<file path="config.mk">
export PLATFORM = sky130hd
export DESIGN_NAME = clkgen_rstseq
export DESIGN_NICKNAME = d
export VERILOG_FILES = /design/src/rtl/clkgen_pkg.sv /design/src/rtl/clkgen_div_ch.sv /design/src/rtl/clkgen_rstseq.sv
export SDC_FILE = /design/constraint.sdc
export NUM_CORES = 1
export LEC_CHECK = 0
export CORE_MARGIN = 5
export CORE_UTILIZATION = 60
export CTS_CLUSTER_SIZE = 30
export DETAILED_ROUTE_END_ITERATION = 6
export DONT_BUFFER_PORTS = 1
export HOLD_SLACK_MARGIN = 0.1
export PLACE_DENSITY = 0.75
export SKIP_CTS_REPAIR_TIMING = 1
export SLEW_MARGIN = 10
export SYNTH_ARGS = -nofsm -noshare
export SYNTH_HDL_FRONTEND = slang
export SYNTH_SLANG_ARGS = --single-unit
</file>
<file path="constraint.sdc">
create_clock -name clk -period 4.9 [get_ports clk]
set_clock_uncertainty 0.15 [all_clocks]
set_input_delay 0.49 -clock clk [delete_from_list [all_inputs] [get_ports clk]]
set_output_delay 0.49 -clock clk [all_outputs]
set_load 0.01 [all_outputs]
</file>
<file path="src/rtl/clkgen_pkg.sv">
// Shared types and helpers for the clock-divider / reset-sequencer block.
//   seq_state_e : sequencer states
//   DIV_MIN     : smallest divisor a channel will accept
//   half_div    : length of the high phase for divisor D
package clkgen_pkg;

  typedef enum logic [1:0] {
    WAIT_LOCK = 2'd0,
    HOLD      = 2'd1,
    RUN       = 2'd2
  } seq_state_e;

  localparam int DIV_MIN = 2;

  function automatic logic [31:0] half_div(input logic [31:0] d);
    return d >> 1;
  endfunction

endpackage

</file>
<file path="src/rtl/clkgen_div_ch.sv">
// One divided-clock channel: period counter, active/pending divisor, registered
// clk_out and tick.
//   clk, reset : fabric clock, asynchronous active-high reset
//   act        : channel counts in the coming cycle (sequencer not in WAIT_LOCK)
//   ld_now     : load wdiv into the active divisor immediately
//   ld_pend    : queue wdiv, applied at the next period wrap
//   wdiv       : divisor being written
//   pending    : a queued divisor is waiting for the wrap
//   clk_out    : divided clock, high for the first floor(D/2) counts
//   tick       : high in the cycle the count is 0
module clkgen_div_ch
  import clkgen_pkg::*;
#(
  parameter int DIV_W       = 16,
  parameter int DEFAULT_DIV = 256
) (
  input  logic             clk,
  input  logic             reset,
  input  logic             act,
  input  logic             ld_now,
  input  logic             ld_pend,
  input  logic [DIV_W-1:0] wdiv,
  output logic             pending,
  output logic             clk_out,
  output logic             tick
);

  logic [DIV_W-1:0] cnt_q, cnt_d;
  logic [DIV_W-1:0] div_q, div_d;
  logic [DIV_W-1:0] pdiv_q, pdiv_d;
  logic             pend_q, pend_d;
  logic             act_q;
  logic             clk_q, clk_d;
  logic             tick_q, tick_d;

  always_comb begin
    cnt_d  = cnt_q;
    div_d  = div_q;
    pdiv_d = pdiv_q;
    pend_d = pend_q;
    if (ld_now) div_d = wdiv;
    if (!act) begin
      // lock lost or never gained: counter parked, queued write discarded
      cnt_d  = '0;
      pend_d = 1'b0;
    end else if (!act_q) begin
      cnt_d = '0;
    end else if (cnt_q == div_q - DIV_W'(1)) begin
      // wrap: the only point a queued divisor takes effect, so no runt pulse
      cnt_d = '0;
      if (pend_q) begin
        div_d  = pdiv_q;
        pend_d = 1'b0;
      end
    end else begin
      cnt_d = cnt_q + DIV_W'(1);
    end
    if (act && ld_pend) begin
      pend_d = 1'b1;
      pdiv_d = wdiv;
    end
    // outputs registered from the next count so they line up with cnt_q
    clk_d  = act && (cnt_d < DIV_W'(half_div(32'(div_d))));
    tick_d = act && (cnt_d == '0);
  end

  always_ff @(posedge clk or posedge reset) begin
    if (reset) begin
      cnt_q  <= '0;
      div_q  <= DIV_W'(DEFAULT_DIV);
      pend_q <= 1'b0;
      act_q  <= 1'b0;
      clk_q  <= 1'b0;
      tick_q <= 1'b0;
    end else begin
      cnt_q  <= cnt_d;
      div_q  <= div_d;
      pend_q <= pend_d;
      act_q  <= act;
      clk_q  <= clk_d;
      tick_q <= tick_d;
    end
  end

  // queued divisor value is only meaningful while pend_q is set
  always_ff @(posedge clk) begin
    pdiv_q <= pdiv_d;
  end

  assign pending = pend_q;
  assign clk_out = clk_q;
  assign tick    = tick_q;

endmodule

</file>
<file path="src/rtl/clkgen_rstseq.sv">
// Multi-channel clock divider with lock-driven reset sequencer.
//   clk, reset : fabric clock, asynchronous active-high reset
//   locked     : MMCM lock, asynchronous; synchronised here
//   cfg_*      : divisor write port (valid/ready), cfg_err pulses on a rejected write
//   clk_out    : divided clocks        tick    : 1-cycle pulse as clk_out rises
//   rst_out    : per-channel resets    run     : sequencer in RUN
module clkgen_rstseq
  import clkgen_pkg::*;
#(
  parameter  int NUM_CH      = 2,
  parameter  int DIV_W       = 16,
  parameter  int DEFAULT_DIV = 256,
  parameter  int RST_HOLD    = 16,
  parameter  int SYNC_STAGES = 2,
  localparam int CH_W        = (NUM_CH > 1) ? $clog2(NUM_CH) : 1
) (
  input  logic              clk,
  input  logic              reset,
  input  logic              locked,
  input  logic              cfg_valid,
  output logic              cfg_ready,
  input  logic [CH_W-1:0]   cfg_ch,
  input  logic [DIV_W-1:0]  cfg_div,
  output logic              cfg_err,
  output logic [NUM_CH-1:0] clk_out,
  output logic [NUM_CH-1:0] tick,
  output logic [NUM_CH-1:0] rst_out,
  output logic              run
);

  localparam int HOLD_W = $clog2(RST_HOLD + 1);

  logic [SYNC_STAGES-1:0] sync_q, sync_d;
  logic                   lock_s;
  seq_state_e             state_q, state_d;
  logic [HOLD_W-1:0]      hold_q, hold_d;
  logic [NUM_CH-1:0]      rst_q, rst_d;
  logic                   err_q, err_d;
  logic [NUM_CH-1:0]      pend, ld_now, ld_pend;
  logic                   ch_ok, div_ok, acc, act;

  assign sync_d = {sync_q[SYNC_STAGES-2:0], locked};
  assign lock_s = sync_q[SYNC_STAGES-1];

  always_comb begin
    state_d = state_q;
    hold_d  = hold_q;
    case (state_q)
      WAIT_LOCK: begin
        hold_d = '0;
        if (lock_s) state_d = HOLD;
      end
      HOLD: begin
        if (!lock_s)                               state_d = WAIT_LOCK;
        else if (hold_q == HOLD_W'(RST_HOLD - 1))  state_d = RUN;
        else                                       hold_d  = hold_q + HOLD_W'(1);
      end
      RUN: begin
        if (!lock_s) state_d = WAIT_LOCK;
      end
      default: state_d = WAIT_LOCK;
    endcase
  end

  assign act = (state_d != WAIT_LOCK);

  always_comb begin
    cfg_ready = 1'b1;
    ch_ok     = 1'b0;
    for (int i = 0; i < NUM_CH; i++) begin
      if (cfg_ch == CH_W'(i)) begin
        ch_ok = 1'b1;
        if (pend[i]) cfg_ready = 1'b0;
      end
    end
  end

  assign acc    = cfg_valid & cfg_ready;
  assign div_ok = (cfg_div >= DIV_W'(DIV_MIN));
  assign err_d  = acc & ~(ch_ok & div_ok);

  always_comb begin
    ld_now  = '0;
    ld_pend = '0;
    for (int i = 0; i < NUM_CH; i++) begin
      if (acc && div_ok && cfg_ch == CH_W'(i)) begin
        if (state_q == WAIT_LOCK) ld_now[i]  = 1'b1;
        else                      ld_pend[i] = 1'b1;
      end
    end
  end

  // a channel leaves reset the cycle after its first tick seen in RUN;
  // heading back to WAIT_LOCK overrides any release
  always_comb begin
    if (state_d == WAIT_LOCK) rst_d = '1;
    else                      rst_d = rst_q & ~(tick & {NUM_CH{state_q == RUN}});
  end

  always_ff @(posedge clk or posedge reset) begin
    if (reset) begin
      sync_q  <= '0;
      state_q <= WAIT_LOCK;
      hold_q  <= '0;
      rst_q   <= '1;
      err_q   <= 1'b0;
    end else begin
      sync_q  <= sync_d;
      state_q <= state_d;
      hold_q  <= hold_d;
      rst_q   <= rst_d;
      err_q   <= err_d;
    end
  end

  for (genvar g = 0; g < NUM_CH; g++) begin : g_ch
    clkgen_div_ch #(
      .DIV_W       (DIV_W),
      .DEFAULT_DIV (DEFAULT_DIV)
    ) u_ch (
      .clk     (clk),
      .reset   (reset),
      .act     (act),
      .ld_now  (ld_now[g]),
      .ld_pend (ld_pend[g]),
      .wdiv    (cfg_div),
      .pending (pend[g]),
      .clk_out (clk_out[g]),
      .tick    (tick[g])
    );
  end

  assign rst_out = rst_q;
  assign cfg_err = err_q;
  assign run     = (state_q == RUN);

endmodule

</file>
==> results.tsv, run 1 <==
stage	metric	value	unit
synthesis	synthesized area	7128	µm²
floorplan	Initial Utilization	61.90	%
synthesis	Compound-Gate Fraction of Synth Area	13.34	%
cts	clk slew on worst S/H paths	0.06	ns
hold_path	HP Class	input port to async pin	
synthesis	top cell type's share of synthesized area	27.73	%
synthesis	adder and majority cell fraction of the synthesized area	5.968	%
detailed_routing	Post-Route WL	18370	µm
synthesis	ys flop type	dfrtp_1	
global_routing	gr ovfl total	0	
setup_path	Register-to-Register Path Depth	18	
detailed_routing	Final ANT Viol Nets	0	
synthesis	Seq/Total Area, Yosys	42.69	%
synthesis	syn nets	795	
timing	final worst path period share	94.71	%
synthesis	library cells used by synthesis	67	
layout	fraction of layout instances using a drive strength above 1	9.518	%
timing	Slew headroom	31.84	%
timing	RSZ-0062 raised after global routing	false	
synthesis	number of synthesized flops with an enable pin	32	
power_and_ir_drop	Pwr Total	2.915	mW
synthesis	Synth Area in Simple Gates	18.73	%
detailed_routing	wire per inst	20.19	µm
power_and_ir_drop	P_leak	3.479	nW
layout	commonest non-fill, non-tap cells in the layout	79 x dfrtp_1, 66 x nand2_1, 63 x nor2_1	
synthesis	post-synthesis mux area share	4.862	%
placement	HPWL Detailed	12780	µm
floorplan	die footprint	14160	µm²
setup_path	CP Launch Type	flop	
global_routing	first-pass GRT wire length	28550	µm
detailed_routing	First DRT Iteration DRCs	448	
timing	Final Hold Vio Count	0	
floorplan	die height	119.0	µm
synthesis	Yosys reg bits	115	
job	max-capacitance violation count	0	
setup_path	Critical Setup Path Class	flop to flop	
layout	area grow syn2layout	12.71	%
layout	final net count	809	
setup_path	CP Capture Type	flop	
setup_path	Crit path arrival time	4.82	ns
cts	clock insertion delay at the later pin of the skew report	0.42	ns
power_and_ir_drop	VDD IR max	0.3306	mV
synthesis	post-synth top area cell	dfrtp_1	
synthesis	Synth area leaders	dfrtp_1 28%, edfxtp_1 13%, ha_1 6.0%, xor2_1 4.9%, xnor2_1 4.5%	
detailed_routing	Vias	5749	
timing	Final Critical Period	4.641	ns
timing	max-slew violations	0	
floorplan	Die W	119.0	µm
cts	clk sinks	115	
timing	Slew @ Worst Pin	1.021	ns
detailed_routing	# DRC	0	
power_and_ir_drop	pwr dens	362.9	nW/µm²
cts	TritonCTS Buffers	17	
placement	port bufs	0	
detailed_routing	Pre-Repair DR Iteration Count	5	
timing	Final Setup Violations	0	
cts	CTS Buffer Depth	2	
cts	CTS H-tree lvls	4	
timing	Max Clock Freq	215.5	MHz
synthesis	YS warnings	0	
floorplan	FP Rows	39	
cts	CTS root buf	clkbuf_16	
setup_path	R2R setup slack	0.26	ns
global_routing	vias in the first global route	5431	
timing	worst setup margin	0.2590	ns
floorplan	I/O Pins	30	
setup_path	Req. time, crit path	5.07	ns
placement	Final Wtd Congestion	0.9355	
layout	Diodes inserted	0	
global_routing	antenna violations before repair	0	
global_routing	largest net degree at the start of global routing	57	
setup_path	crit path max fanout	12	
cts	TritonCTS clock tree	yes	
detailed_routing	DR vias/cell	6.318	
layout	most common cell after layout, fill and taps aside	dfrtp_1	
global_routing	Global Route Usage Sum	25.44	%
status	outcome	finished clean	
synthesis	syn_area_per_cell	9.633	µm²
synthesis	async set-reset flop share out of synthesis	72.17	%
synthesis	largest family of logic cells by synthesized area	simple AND/OR/NAND/NOR gates	
synthesis	XOR/XNOR share of the synthesized area	9.461	%
synthesis	Cells after Synth	740	
floorplan	Core Area	11520	µm²
placement	setup slack at placement	0.04025	ns
registers in the layout, summed over array words and instances, names as in the netlist:
register	flops
g_ch.u_ch.cnt_q	32
cfg_err	1
g_ch.u_ch.pending	2
sync_q	2
rst_out	2
g_ch.u_ch.div_q	32
g_ch.u_ch.act_q	1
g_ch.u_ch.tick	2
g_ch.u_ch.clk_out	2
hold_q	5
g_ch.u_ch.pdiv_q	32
state_q	2
Yosys cell counts (all sizes together) (7+ instances only):
cell type / number
nand2: 67
buf: 15
dfrtp: 79
nor2: 63
nand3: 32
o21a: 24
and3: 10
edfxtp: 32
mux2i: 32
xor2: 40
clkbuf: 32
a21oi: 15
nand4: 18
ha: 34
nor4: 12
o21ai: 40
inv: 31
o211ai: 10
xnor2: 37
a21o: 7
nor3: 18
report_power, final:
part	leakage (nW)	total (mW)	internal, mW	switching [mW]
sequential	1.35	1.17	1.06	0.104
clock	0.275	1.22	0.789	0.429
combinational	1.85	0.531	0.234	0.297
final timing paths:
kind,from,end
worst max-delay path,g_ch[1].u_ch.div_q[1],g_ch[1].u_ch.clk_out
worst min-delay path,reset,g_ch[0].u_ch.cnt_q[6]
worst max register to register,g_ch[1].u_ch.div_q[1],g_ch[1].u_ch.clk_out
worst min register to register,sync_q[0],sync_q[1]
max in group asynchronous,reset,rst_out[1]
min in group clk,cfg_div[0],g_ch[1].u_ch.div_q[0]
final cells by class:
class                   count  area (µm²)
repair buffers             41       352.8
fillers                   856        3482
inverters                  31       117.6
multi-input cells         548        3765
clock buffers              20       436.7
flip-flops and latches    115        3043
clock inverters            12       140.1
well taps                 143       178.9
stage by stage:
| stage | util, % | setup TNS [ns] | hold WS, ns | instances | instance area [µm²] |
|---|---|---|---|---|---|
| 6_report | 69.76 | 0 | 0.01666 | 910 | 8034 |
| 5_1_grt | 69.76 | 0 | 0.1152 | 910 | 8034 |
| 4_1_cts | 68.01 | -0.001160 | -0.06514 | 891 | 7833 |
| 3_5_place_dp | 63.01 | 0 | 0.1978 | 859 | 7256 |
| 3_3_place_gp | 63.01 | 0 | 0.1949 | 859 | 7256 |
| 2_1_floorplan | - | 0 | 0.1812 | 740 | 7128 |
cell families (layout without fill, tap and decap cells):
logic type / after synthesis / count (layout)
buf+inv: 78 / 104
mux: 34 / 34
fa+ha+maj: 34 / 34
compound gates: 139 / 139
simple gates: 263 / 264
flops: 115 / 115
xor+xnor: 77 / 77
layer usage:
layer,vias to the layer above,global-route usage [%],wire (µm)
met4,0,9.920,397
li1,2689,-,-
met2,211,38.15,8306
met1,2812,35.23,8320
met3,37,7.014,1346
met5,-,0,0
critical path, cell delays in order (launching register included):
cell	delay, ns
dfrtp_1	0.44
inv_1	0.08
ha_1	0.26
or4b_4	0.58
nor3_1	0.16
nand2_1	0.08
xnor2_1	0.28
and4_1	0.40
nand3_4	0.21
buf_4	0.22
nand2_1	0.07
o21ai_0	0.16
ha_1	0.37
nand4_1	0.12
o21ai_0	0.13
o21ai_0	0.28
and4_1	0.24
o21ai_0	0.12
a211oi_2	0.18
Note: power is estimated with default switching activity, not from simulation.
==> inputs of run 2 (changes only) <==
--- a/config.mk
+++ b/config.mk
@@ -5,6 +5,7 @@
 export SDC_FILE = /design/constraint.sdc
 export NUM_CORES = 1
 export LEC_CHECK = 0
+export CORE_ASPECT_RATIO = 2
 export CORE_MARGIN = 5
 export CORE_UTILIZATION = 60
 export CTS_CLUSTER_SIZE = 30
==> results.tsv, run 2 (synthesis gave the netlist of run 1 again) <==
stage	metric	value	unit	change
layout	Register Area	3043	µm²	unchanged
global_routing	vias in the first global route	5929		+9.2%
detailed_routing	Final ANT Viol Nets	0		unchanged
layout	fraction of layout instances using a drive strength above 1	9.424	%	-0.094 points
layout	fillers	883		+3.2%
layout	final core occ	68.55	%	-1.2 points
setup_path	R2R setup slack	0.19	ns	-0.07 ns
timing	Final Critical Period	4.711	ns	+0.06978 ns
setup_path	CP Launch Type	flop		
detailed_routing	Pre-Repair DR Iteration Count	5		unchanged
layout	biggest regs	g_ch.u_ch.cnt_q: 32 flops, g_ch.u_ch.div_q: 32 flops, g_ch.u_ch.pdiv_q: 32 flops		
layout	area grow syn2layout	12.53	%	
timing	Final Hold Vio Count	0		unchanged
cts	clk sinks	115		unchanged
setup_path	Critical Setup Path Class	flop to flop		
job	max-capacitance violation count	0		unchanged
detailed_routing	met3 WL	821	µm	-39%
timing	Max Clock Freq	212.3	MHz	-1.5%
cts	TritonCTS Buffers	17		unchanged
detailed_routing	First DRT Iteration DRCs	422		-5.8%
setup_path	r2r startpoint	g_ch[0].u_ch.div_q[2]		
hold_path	HP Class	input port to flop		
setup_path	delay-heaviest family, CP	compound AO/OA/AOI/OAI gates		
global_routing	first-pass GRT wire length	30460	µm	+6.7%
setup_path	crit path max fanout	22		+10
cts	clock insertion delay at the later pin of the skew report	0.42	ns	about the same
setup_path	Critical Path Source	g_ch[0].u_ch.div_q[2]		
timing	max-slew violations	0		unchanged
placement	Post-DP Area	7233	µm²	-0.31%
layout	Multi-input gate area	3747	µm²	-0.47%
status	outcome	finished clean		
setup_path	CP Capture Type	flop		
setup_path	CP max stage cell	or4_1		
cts	clk slew on worst S/H paths	0.06	ns	about the same
global_routing	Global Route Usage Sum	28.51	%	+3.1 points
floorplan	Core Area	11700	µm²	+1.6%
setup_path	R2R Path End	g_ch[0].u_ch.clk_out		
cts	CTS Buffer Depth	2		unchanged
timing	Slew headroom	42.30	%	+10 points
cts	CTS H-tree lvls	4		unchanged
floorplan	die height	164.1	µm	+38%
setup_path	critical path depth	14		-4
cts	CTS root buf	clkbuf_16		
placement	# placed instances	856		-0.35%
detailed_routing	Vias	5794		+0.78%
global_routing	gr ovfl total	0		unchanged
timing	final worst path period share	96.14	%	+1.4 points
floorplan	Die W	87.07	µm	-27%
setup_path	Crit path arrival time	4.86	ns	+0.04 ns
setup_path	CP Buf/Inv Count	1		-1
layout	final net count	806		-0.37%
floorplan	Initial Utilization	60.92	%	-0.98 points
power_and_ir_drop	P_leak	3.486	nW	+0.20%
detailed_routing	# DRC	0		unchanged
placement	HPWL Detailed	14580	µm	+14%
timing	Final Setup Violations	0		unchanged
detailed_routing	Highest Signal Layer	met4		
power_and_ir_drop	VDD IR max	0.3019	mV	-8.7%
detailed_routing	Post-Route WL	19920	µm	+8.4%
power_and_ir_drop	pwr dens	365.1	nW/µm²	+0.61%
timing	Fin Setup TNS	0	ns	unchanged
layout	commonest non-fill, non-tap cells in the layout	79 x dfrtp_1, 66 x nand2_1, 63 x nor2_1		
layout	post-route cell area	8021	µm²	-0.16%
floorplan	FP Rows	56		+44%
layout	most common cell after layout, fill and taps aside	dfrtp_1		
timing	Slew @ Worst Pin	0.8535	ns	-0.1677 ns
timing	final hold slack	0.1499	ns	+0.1332 ns
setup_path	Register-to-Register Path Depth	14		-4
layout	Post-Layout Cell Count	909		-0.11%
global_routing	antenna violations before repair	0		unchanged
setup_path	slowest stage delay, CP	0.58	ns	about the same
floorplan	I/O Pins	30		unchanged
detailed_routing	Routed met1 length	6736	µm	-19%
global_routing	largest net degree at the start of global routing	50		-12%
detailed_routing	DR vias/cell	6.374		+0.89%
placement	Final Wtd Congestion	0.9900		+5.8%
detailed_routing	wire per inst	21.91	µm	+8.5%
setup_path	Req. time, crit path	5.05	ns	-0.02 ns
setup_path	Setup crit end	g_ch[0].u_ch.clk_out		
layout	Diodes inserted	0		unchanged
cts	TritonCTS clock tree	yes		
placement	port bufs	0		unchanged
detailed_routing	met2 WL post-DR	10970	µm	+32%
floorplan	die footprint	14290	µm²	+0.93%
setup_path	worst path cell trace	or4_1, nor4_1, o211ai_1, a221oi_1, nand4_1, buf_4, o21ai_0, ha_1, o21a_1, o211ai_1, nor3_1, o31ai_1, o21ai_0, a221oi_1		
-- run 2: worst register-to-register path: stages (launching register included) --
cell and delay (ns):
dfrtp_1 0.46, or4_1 0.58, nor4_1 0.40, o211ai_1 0.21, a221oi_1 0.30, nand4_1 0.30
buf_4 0.33, o21ai_0 0.34, ha_1 0.30, o21a_1 0.19, o211ai_1 0.31, nor3_1 0.13
o31ai_1 0.10, o21ai_0 0.19, a221oi_1 0.30
-- run 2: cell type report --
type	instances	share of cell area, %
Multi-Input combinational cell	547	46.72
Sequential cell	115	37.93
Clock buffer	21	6.021
Timing Repair Buffer	39	4.399
Tap cell	145	2.262
Inverter	31	1.466
Clock inverter	11	1.201
-- run 2: worst min path at each step --
stage,from,endpoint,slack [ns],cells after the start
3_5_place_dp,sync_q[0],sync_q[1],0.19,0
3_3_place_gp,sync_q[0],sync_q[1],0.19,0
2_1_floorplan,sync_q[0],sync_q[1],0.18,0
5_1_grt,cfg_div[0],g_ch[1].u_ch.div_q[0],0.17,2
4_1_cts,locked,sync_q[0],-0.06,0
6_report,cfg_div[0],g_ch[1].u_ch.div_q[0],0.15,2
-- run 2: metrics by stage --
| step | power, mW | worst slack, ns |
|---|---|---|
| after floorplan | 1.540 | 0.8364 |
| after global placement | 1.669 | 0.3036 |
| after detailed placement | 1.691 | 0.2119 |
| after CTS | 2.913 | 0.1043 |
| after global routing | 3.055 | -0.02418 |
| final | 2.928 | 0.1892 |
-- run 2: layer usage --
| metal | global-route usage [%] | vias to the layer above |
|---|---|---|
| met4 | 19.22 | 0 |
| li1 | - | 2674 |
| met2 | 52.94 | 205 |
| met5 | 0 | - |
| met1 | 27.52 | 2825 |
| met3 | 4.920 | 90 |
-- run 2: report_power, final --
group	switching [mW]	internal [mW]	leakage, nW	total [mW]
combinational	0.299	0.233	1.85	0.531
sequential	0.112	1.06	1.35	1.17
clock	0.465	0.758	0.285	1.22
==> inputs of run 3 (changes only) <==
--- a/config.mk
+++ b/config.mk
@@ -13,6 +13,7 @@
 export DONT_BUFFER_PORTS = 1
 export HOLD_SLACK_MARGIN = 0.1
 export PLACE_DENSITY = 0.75
+export SETUP_SLACK_MARGIN = 0.4
 export SKIP_CTS_REPAIR_TIMING = 1
 export SLEW_MARGIN = 10
 export SYNTH_ARGS = -nofsm -noshare
==> results.tsv, run 3 (synthesis gave the netlist of run 1 again) <==
stage	metric	value	unit	change
placement	HPWL Detailed	14580	µm	unchanged
hold_path	HP Class	input port to flop		
hold_path	Hold Path Origin	cfg_div[0]		
setup_path	CP max stage cell	or3_1		
setup_path	CP Buf/Inv Count	4		+3
timing	Slew @ Worst Pin	0.8574	ns	+0.003880 ns
cts	CTS Buffer Depth	2		unchanged
timing	Slew headroom	42.78	%	+0.48 points
power_and_ir_drop	clock network power share	41.5	%	-0.3 points
floorplan	Core Area	11700	µm²	unchanged
timing	Final Hold Vio Count	0		unchanged
detailed_routing	Final ANT Viol Nets	0		unchanged
detailed_routing	wire per inst	22.10	µm	+0.85%
detailed_routing	Post-Route WL	20260	µm	+1.7%
detailed_routing	DR vias/cell	6.407		+0.51%
floorplan	die height	164.1	µm	unchanged
setup_path	worst path cell trace	inv_1, ha_1, nor3b_4, buf_4, and4_1, or3_1, a21oi_1, nand4_1, buf_4, buf_4, o21ai_0, ha_1, o21a_1, o211ai_1, nor3_1, o31ai_1, o21ai_0, a221oi_1		
layout	final core occ	69.77	%	+1.2 points
placement	port bufs	0		unchanged
layout	fraction of layout instances using a drive strength above 1	11.53	%	+2.1 points
global_routing	vias in the first global route	5929		unchanged
global_routing	gr ovfl total	0		unchanged
setup_path	crit path max fanout	22		unchanged
detailed_routing	# DRC	0		unchanged
cts	clk slew on worst S/H paths	0.06	ns	about the same
cts	TritonCTS clock tree	yes		
power_and_ir_drop	switch share	30.22	%	+0.31 points
global_routing	Global Route Usage Sum	28.51	%	unchanged
detailed_routing	First DRT Iteration DRCs	410		-2.8%
placement	Post-DP Area	7233	µm²	unchanged
power_and_ir_drop	pwr dens	361.9	nW/µm²	-0.86%
floorplan	I/O Pins	30		unchanged
layout	area grow syn2layout	14.53	%	
global_routing	first-pass GRT wire length	30460	µm	unchanged
placement	# placed instances	856		unchanged
floorplan	Die W	87.07	µm	unchanged
setup_path	CP Launch Type	flop		
cts	TritonCTS Buffers	17		unchanged
cts	clk sinks	115		unchanged
placement	Final Wtd Congestion	0.9900		unchanged
cts	clock insertion delay at the later pin of the skew report	0.42	ns	about the same
setup_path	slowest stage delay, CP	0.42	ns	-0.16 ns
layout	Diodes inserted	0		unchanged
timing	Fin Setup TNS	0	ns	unchanged
job	max-capacitance violation count	0		unchanged
layout	Post-Layout Cell Count	917		+0.88%
detailed_routing	Pre-Repair DR Iteration Count	4		-1
power_and_ir_drop	Int Pwr	2.062	mW	+0.46%
timing	final worst path period share	90.30	%	-5.8 points
setup_path	Critical Setup Path Class	flop to flop		
status	outcome	finished clean		
timing	RSZ-0062 raised after global routing	true		
cts	CTS H-tree lvls	4		unchanged
setup_path	Crit path arrival time	4.57	ns	-0.29 ns
floorplan	FP Rows	56		unchanged
layout	most common cell after layout, fill and taps aside	dfrtp_1		
timing	Max Clock Freq	226.0	MHz	+6.5%
power_and_ir_drop	P_sw	893.1	µW	+1.9%
setup_path	Req. time, crit path	5.05	ns	about the same
setup_path	Critical Path Source	g_ch[0].u_ch.div_q[0]		
detailed_routing	Vias	5875		+1.4%
layout	post-route cell area	8164	µm²	+1.8%
cts	CTS root buf	clkbuf_16		
floorplan	die footprint	14290	µm²	unchanged
layout	commonest non-fill, non-tap cells in the layout	77 x dfrtp_1, 66 x nand2_1, 62 x nor2_1		
setup_path	r2r startpoint	g_ch[0].u_ch.div_q[0]		
setup_path	cell mode on critical path	buf_4		
power_and_ir_drop	P_leak	3.538	nW	+1.5%
layout	fillers	857		-2.9%
power_and_ir_drop	Gate power share	18.5	%	+0.4 points
setup_path	R2R setup slack	0.48	ns	+0.29 ns
timing	Final Critical Period	4.425	ns	-0.2860 ns
layout	biggest regs	g_ch.u_ch.cnt_q: 32 flops, g_ch.u_ch.div_q: 32 flops, g_ch.u_ch.pdiv_q: 32 flops		
global_routing	antenna violations before repair	0		unchanged
layout	final net count	814		+0.99%
timing	Final Setup Violations	0		unchanged
timing	max-slew violations	0		unchanged
setup_path	CP Capture Type	flop		
floorplan	Initial Utilization	60.92	%	unchanged
power_and_ir_drop	VDD IR max	0.3027	mV	+0.26%
power_and_ir_drop	sequential power share	40.0	%	about the same
global_routing	largest net degree at the start of global routing	50		unchanged
setup_path	delay-heaviest family, CP	compound AO/OA/AOI/OAI gates		
## run 3: path summary, 6_finish.rpt
check / to / depth (start not counted)
hold / removal: g_ch[1].u_ch.div_q[0] / 2
setup reg to reg: g_ch[0].u_ch.clk_out / 18
setup / recovery: g_ch[0].u_ch.clk_out / 18
min in group asynchronous: g_ch[0].u_ch.cnt_q[3] / 2
hold reg to reg: sync_q[1] / 0
max in group asynchronous: g_ch[1].u_ch.div_q[0] / 3
## run 3: power by group through the flow
stage,registers (mW),logic [mW],clock network (mW)
floorplan,1.14,0.401,0
global placement,1.18,0.484,0
detailed placement,1.19,0.503,0
CTS,1.17,0.509,1.23
global route,1.19,0.606,1.28
finish,1.18,0.546,1.23
## run 3: worst register-to-register path: stages, from the launching register on
cell and delay (ns):
dfrtp_2 0.41, inv_1 0.06, ha_1 0.24, nor3b_4 0.17, buf_4 0.18, and4_1 0.21, or3_1 0.42, a21oi_1 0.15
nand4_1 0.11, buf_4 0.18, buf_4 0.21, o21ai_0 0.31, ha_1 0.29, o21a_1 0.19, o211ai_1 0.31, nor3_1 0.13
o31ai_1 0.10, o21ai_0 0.19, a221oi_1 0.31
## run 3: layout make-up
cell class,instances,area [µm²],area share [%]
clock inverters,11,96.34,1.180
repair buffers,47,430.4,5.272
well taps,145,181.4,2.222
inverters,31,117.6,1.441
multi-input cells,547,3810,46.67
clock buffers,21,483.0,5.916
flip-flops and latches,115,3045,37.30
## run 3: per-stage QoR
stage                     setup slack, ns  hold WS [ns]  power, mW
final                              0.4752        0.1456      2.955
after CTS                          0.1043      -0.06349      2.913
after global routing               0.2818        0.1705      3.078
after global placement             0.3036        0.1854      1.669
after floorplan                    0.8364        0.1812      1.540
after detailed placement           0.2119        0.1887      1.691
## run 3: routing by layer
layer  global-route usage (%)  part of all wire [%]  up-vias
met5                        0                     0        -
met4                    19.22                   7.2        0
met3                    4.920                   3.7       92
met2                    52.94                    55      191
met1                    27.52                    34     2889
li1                         -                     -     2703
